===== src/rtl/serial_frame_tx_if.sv =====
// Word handshake and serial line bundle for serial_frame_tx.
// master drives the word side; slave is the transmitter.
interface serial_frame_tx_if #(
    parameter int N = 8
);
    logic         in_valid;
    logic         in_ready;
    logic [N-1:0] in_data;
    logic         so;
    logic         busy;
    logic         done;

    modport master (
        output in_valid,
        output in_data,
        input  in_ready,
        input  so,
        input  busy,
        input  done
    );

    modport slave (
        input  in_valid,
        input  in_data,
        output in_ready,
        output so,
        output busy,
        output done
    );
endinterface


===== src/rtl/serial_frame_tx.sv =====
// Parallel-to-serial framer: start 0, N data bits LSB first, [even parity], stop 1; optional parity via SERIAL_FRAME_TX_PARITY_EN.
// Latency: start bit appears on the acceptance edge, done pulses F*CLKS_PER_BIT cycles later.
// Backpressure: in_ready only in IDLE; in_valid while busy is ignored, never queued.
module serial_frame_tx #(
    parameter int N            = 8,
    parameter int CLKS_PER_BIT = 4
) (
    input  logic              clk,
    input  logic              reset_n,
    serial_frame_tx_if.slave  tx
);
    localparam int CNT_W = $clog2(CLKS_PER_BIT + 1);
    localparam int BIT_W = $clog2(N + 1);
    localparam logic [CNT_W-1:0] CNT_MAX  = CNT_W'(CLKS_PER_BIT - 1);
    localparam logic [BIT_W-1:0] BIT_LAST = BIT_W'(N - 1);

    localparam logic [2:0] S_IDLE   = 3'd0;
    localparam logic [2:0] S_START  = 3'd1;
    localparam logic [2:0] S_DATA   = 3'd2;
    localparam logic [2:0] S_STOP   = 3'd3;
`ifdef SERIAL_FRAME_TX_PARITY_EN
    localparam logic [2:0] S_PARITY = 3'd4;
    logic par_q, par_d;
`endif

    logic [2:0]       state_q, state_d;
    logic [CNT_W-1:0] cnt_q, cnt_d;
    logic [BIT_W-1:0] bit_q, bit_d;
    logic [N-1:0]     shreg_q, shreg_d, shreg_sh;
    logic             so_q, so_d;
    logic             busy_q, busy_d;
    logic             done_q, done_d;
    logic             last_cyc;

    assign tx.in_ready = (state_q == S_IDLE);
    assign tx.so       = so_q;
    assign tx.busy     = busy_q;
    assign tx.done     = done_q;

    always_comb begin
        state_d  = state_q;
        cnt_d    = cnt_q;
        bit_d    = bit_q;
        shreg_d  = shreg_q;
        so_d     = so_q;
        busy_d   = busy_q;
        done_d   = 1'b0;
`ifdef SERIAL_FRAME_TX_PARITY_EN
        par_d    = par_q;
`endif
        shreg_sh = shreg_q >> 1;
        last_cyc = (cnt_q == CNT_MAX);

        case (state_q)
            S_IDLE: begin
                if (tx.in_valid) begin
                    state_d = S_START;
                    shreg_d = tx.in_data;
                    cnt_d   = '0;
                    bit_d   = '0;
                    so_d    = 1'b0;
                    busy_d  = 1'b1;
`ifdef SERIAL_FRAME_TX_PARITY_EN
                    par_d   = ^tx.in_data;
`endif
                end
            end
            S_START: begin
                if (last_cyc) begin
                    state_d = S_DATA;
                    cnt_d   = '0;
                    so_d    = shreg_q[0];
                end else begin
                    cnt_d = cnt_q + 1'b1;
                end
            end
            S_DATA: begin
                if (last_cyc) begin
                    cnt_d   = '0;
                    shreg_d = shreg_sh;
                    bit_d   = bit_q + 1'b1;
                    if (bit_q == BIT_LAST) begin
`ifdef SERIAL_FRAME_TX_PARITY_EN
                        state_d = S_PARITY;
                        so_d    = par_q;
`else
                        state_d = S_STOP;
                        so_d    = 1'b1;
`endif
                    end else begin
                        so_d = shreg_sh[0];
                    end
                end else begin
                    cnt_d = cnt_q + 1'b1;
                end
            end
`ifdef SERIAL_FRAME_TX_PARITY_EN
            S_PARITY: begin
                if (last_cyc) begin
                    state_d = S_STOP;
                    cnt_d   = '0;
                    so_d    = 1'b1;
                end else begin
                    cnt_d = cnt_q + 1'b1;
                end
            end
`endif
            S_STOP: begin
                if (last_cyc) begin
                    state_d = S_IDLE;
                    cnt_d   = '0;
                    busy_d  = 1'b0;
                    done_d  = 1'b1;
                end else begin
                    cnt_d = cnt_q + 1'b1;
                end
            end
            default: begin
                state_d = S_IDLE;
                cnt_d   = '0;
                so_d    = 1'b1;
                busy_d  = 1'b0;
            end
        endcase
    end

    always_ff @(posedge clk or negedge reset_n) begin
        if (!reset_n) begin
            state_q <= S_IDLE;
            cnt_q   <= '0;
            bit_q   <= '0;
            shreg_q <= '0;
            so_q    <= 1'b1;
            busy_q  <= 1'b0;
            done_q  <= 1'b0;
`ifdef SERIAL_FRAME_TX_PARITY_EN
            par_q   <= 1'b0;
`endif
        end else begin
            state_q <= state_d;
            cnt_q   <= cnt_d;
            bit_q   <= bit_d;
            shreg_q <= shreg_d;
            so_q    <= so_d;
            busy_q  <= busy_d;
            done_q  <= done_d;
`ifdef SERIAL_FRAME_TX_PARITY_EN
            par_q   <= par_d;
`endif
        end
    end
endmodule


===== src/flat_wrapper.sv =====
// flat-port wrapper written by rule: the top's interface ports become plain ports
module serial_frame_tx_flat 
#(
    parameter int N            = 8,
    parameter int CLKS_PER_BIT = 4
)
  (clk, reset_n, tx_in_valid, tx_in_data, tx_in_ready, tx_so, tx_busy, tx_done);
  serial_frame_tx_if #(.N(N)) tx_i ();
  input  logic clk;
  input  logic reset_n;
  input wire logic [$bits(tx_i.in_valid)-1:0] tx_in_valid;
  input wire logic [$bits(tx_i.in_data)-1:0] tx_in_data;
  output wire logic [$bits(tx_i.in_ready)-1:0] tx_in_ready;
  output wire logic [$bits(tx_i.so)-1:0] tx_so;
  output wire logic [$bits(tx_i.busy)-1:0] tx_busy;
  output wire logic [$bits(tx_i.done)-1:0] tx_done;
  assign tx_i.in_valid = tx_in_valid;
  assign tx_i.in_data = tx_in_data;
  assign tx_in_ready = tx_i.in_ready;
  assign tx_so = tx_i.so;
  assign tx_busy = tx_i.busy;
  assign tx_done = tx_i.done;
  serial_frame_tx #(.N(N), .CLKS_PER_BIT(CLKS_PER_BIT)) u_core (.clk(clk), .reset_n(reset_n), .tx(tx_i));
endmodule

===== config.mk =====
export PLATFORM = sky130hd
export DESIGN_NAME = serial_frame_tx_flat
export DESIGN_NICKNAME = d
export VERILOG_FILES = /design/src/rtl/serial_frame_tx_if.sv /design/src/rtl/serial_frame_tx.sv /design/src/flat_wrapper.sv
export SDC_FILE = /design/constraint.sdc
export NUM_CORES = 1
export LEC_CHECK = 0
export CAP_MARGIN = 25
export CORE_AREA = 2 2 50 52
export CTS_CLUSTER_DIAMETER = 150
export DETAILED_ROUTE_END_ITERATION = 10
export DIE_AREA = 0 0 52 54
export GPL_ROUTABILITY_DRIVEN = 0
export PLACE_DENSITY_LB_ADDON = 0.25
export SLEW_MARGIN = 10
export SYNTH_ARGS = -nofsm -noshare
export SYNTH_HDL_FRONTEND = slang
export SYNTH_SLANG_ARGS = --single-unit

===== constraint.sdc =====
create_clock -name clk -period 2.9 [get_ports clk]
set_clock_uncertainty 0.1 [all_clocks]
set_input_delay 0.435 -clock clk [delete_from_list [all_inputs] [get_ports clk]]
set_output_delay 0.435 -clock clk [all_outputs]
set_load 0.005 [all_outputs]

==> flow_summary.yaml <==
run_status:
  status: "finished clean"
drt:
  num_vias: 761
  wire_per_inst_um: 12.4
  drc: 0
  wl_met3_um: 44
  drt-met1-wl_um: 873
  antenna_left: 0
  drt-total-wl_um: 1840
  drt_first_pass_iters: 4
  wl_met2_um: 885
  vias_per_cell: 5.14
  drtIter0Drc: 6
  highest_layer: "met4"
sta:
  period_needed_ns: 2.19
  final-setup-viol-count: 0
  whs_ns: 0.414
  hold_viol: 0
  drv_slew: 0
  rsz0062_at_grt: "no"
  period_share_pct: 75.5
  clock.fmax_mhz: 457
  slew_headroom_pct: 40.8
  setup_tns_ns: 0
  worst_pin_slew_ns: 0.885
yosys:
  syn_nets: 119
  synth-main-ff-cell: "dfrtp_1"
  synth_edf_count: 0
  synth_area_um2: 1060
  netlist-cell-type-count: 30
  synth_seq_area_share_pct: 47.2
  yosys_warnings: 0
  synth-async-reset-ratio_pct: 100
  netlist_instances: 100
  ys_seq_elements: 20
  syn_area_per_cell_um2: 10.6
global_route:
  track_usage_pct: 16.0
  overflow: 0
  grt_pass1_wl_um: 3240
  grt_max_degree: 21
  grt_pass1_vias: 761
  antenna_found_initial: 0
finish:
  multi_input_area_um2: 522
  antenna_cells: 0
  fin_util_pct: 55.1
  seqCellArea_um2: 502
  area_growth_syn_to_layout_pct: 20.2
  num-nets-final: 138
  drive_gt1_share_pct: 11.9
  fillCellCount: 209
critical_path:
  r2r_cells: 7
  critPathMaxFanout: 5
  critPathCapture: "tx_in_ready"
  critical_path.startpoint: "u_core.state_q[0]"
  path_class: "register to output pin"
  cp-start-kind: "register"
  r2r_setup_slack_ns: 0.92
  reg2reg_from: "u_core.state_q[0]"
  worstSetupEndpointType: "output pin"
  r2r_end: "u_core.shreg_q[1]"
  crit_arrival_ns: 1.65
  cp_data_required_time_ns: 2.37
die:
  initial_core_util_pct: 45.8
  die_x_um: 52
  rows: 18
  pin_count: 15
  design.core.area_um2: 2320
  die_area_um2: 2810
  die_y_um: 54
power:
  p_leak_nw: 0.570
  pwr_density_cell_nw_per_um2: 1070
  irDropWorstVdd_mv: 0.482
clocking:
  post_cts_buffers: 0
  cts-buffers-inserted: 3
  cts.clk_slew.worst_paths_ns: 0.11
  clk_latency_ns: 0.30
  cts_resized: 0
  cts.sinks: 20
  ctsHoldBuffers: 0
  cts_tree: "yes"
  max-clock-path-buffers: 2
  cts_root_buffer: "clkbuf_4"
  h-tree-depth: 1
placement:
  dp_hpwl_um: 1450
  port_buffers: 14
worst_hold_path:
  hp-class: "register to register"
job:
  drv_cap: 0
==> synth_stat cells, types with 2 or more instances <==
cell type  instances  area (um2)
mux2i_1            8        80.1
inv_1              5        18.8
mux2_2             2        22.5
nand3_1            3        15.0
nand2b_1           3        18.8
buf_2              2        10.0
nand2_1            6        22.5
ha_1               8         100
o21ai_0            5        25.0
nor2_1            13        48.8
dfrtp_1           19         475
a21oi_1            7        35.0
and2_1             2        12.5
==> metrics by stage <==
step / cell area [um2] / power (mW) / setup slack [ns] / cells
6_report: 1280 / 1.36 / 0.710 / 148
5_1_grt: 1280 / 1.50 / 0.558 / 148
4_1_cts: 1280 / 1.38 / 0.694 / 148
3_5_place_dp: 1240 / 1.22 / 0.733 / 144
3_3_place_gp: 1240 / 1.19 / 0.791 / 144
2_1_floorplan: 1060 / 1.03 / 1.22 / 100
==> registers in the layout, summed over array words and instances (netlist names) <==
signal	flops
u_core.bit_q	4
u_core.cnt_q	3
u_core.shreg_q	8
u_core.state_q	2
u_core.tx.busy	1
u_core.tx.done	1
u_core.tx.so	1
==> area by class of cell <==
cell class / count / share of cell area (%)
repair buffers: 17 / 12.7
inverters: 5 / 1.47
well taps: 30 / 2.94
multi-input cells: 72 / 40.8
flip-flops and latches: 20 / 39.2
clock buffers: 4 / 2.84
==> cells by family after synthesis <==
group / after synthesis / synth area share [%]
AND/OR/NAND/NOR: 33 / 15.4
AO/OA/AOI/OAI: 21 / 14.6
flip-flops: 20 / 47.2
multiplexers: 10 / 9.65
buffers and inverters: 8 / 3.76
adder cells (fa/ha/maj): 8 / 9.41
==> placed cells by master, fill, tap and decap left out, drive strengths merged, types with 2 or more instances in the layout <==
cell type,n
and2,2
o21ai,5
and2b,2
ha,8
inv,5
clkbuf,4
mux2i,8
nand3,3
buf,3
nand2b,3
nor2,13
mux2,2
dfrtp,19
a21oi,7
nand2,7
clkdlybuf4s50,14
==> power by group <==
group | switching [mW] | internal (mW)
combinational | 0.380 | 0.346
sequential | 0.0761 | 0.399
clock | 0.0857 | 0.0766
==> critical path, cell delays in order (launching register included) <==
cell and delay, ns:
dfrtp_1 0.42, inv_1 0.15, ha_1 0.26, clkdlybuf4s50_1 0.53
==> routing by layer <==
layer | track usage [%] | vias to the layer above
met2 | 25.9 | 9
met4 | 7.89 | 0
met5 | 0 | -
li1 | - | 386
met3 | 2.50 | 5
met1 | 20.7 | 361
==> how the worst min path moves through the flow <==
stage	start	endpoint	slack (ns)	cells past startpoint
final	u_core.cnt_q[2]	u_core.cnt_q[2]	0.41	1
after global routing	u_core.bit_q[0]	u_core.bit_q[0]	0.45	1
after global placement	u_core.cnt_q[1]	u_core.cnt_q[1]	0.38	2
after floorplan	reset_n	u_core.bit_q[0]	0.04	0
after detailed placement	u_core.cnt_q[2]	u_core.cnt_q[2]	0.39	1
after CTS	u_core.cnt_q[2]	u_core.cnt_q[2]	0.42	1
Note: power is estimated with default switching activity, not from simulation.
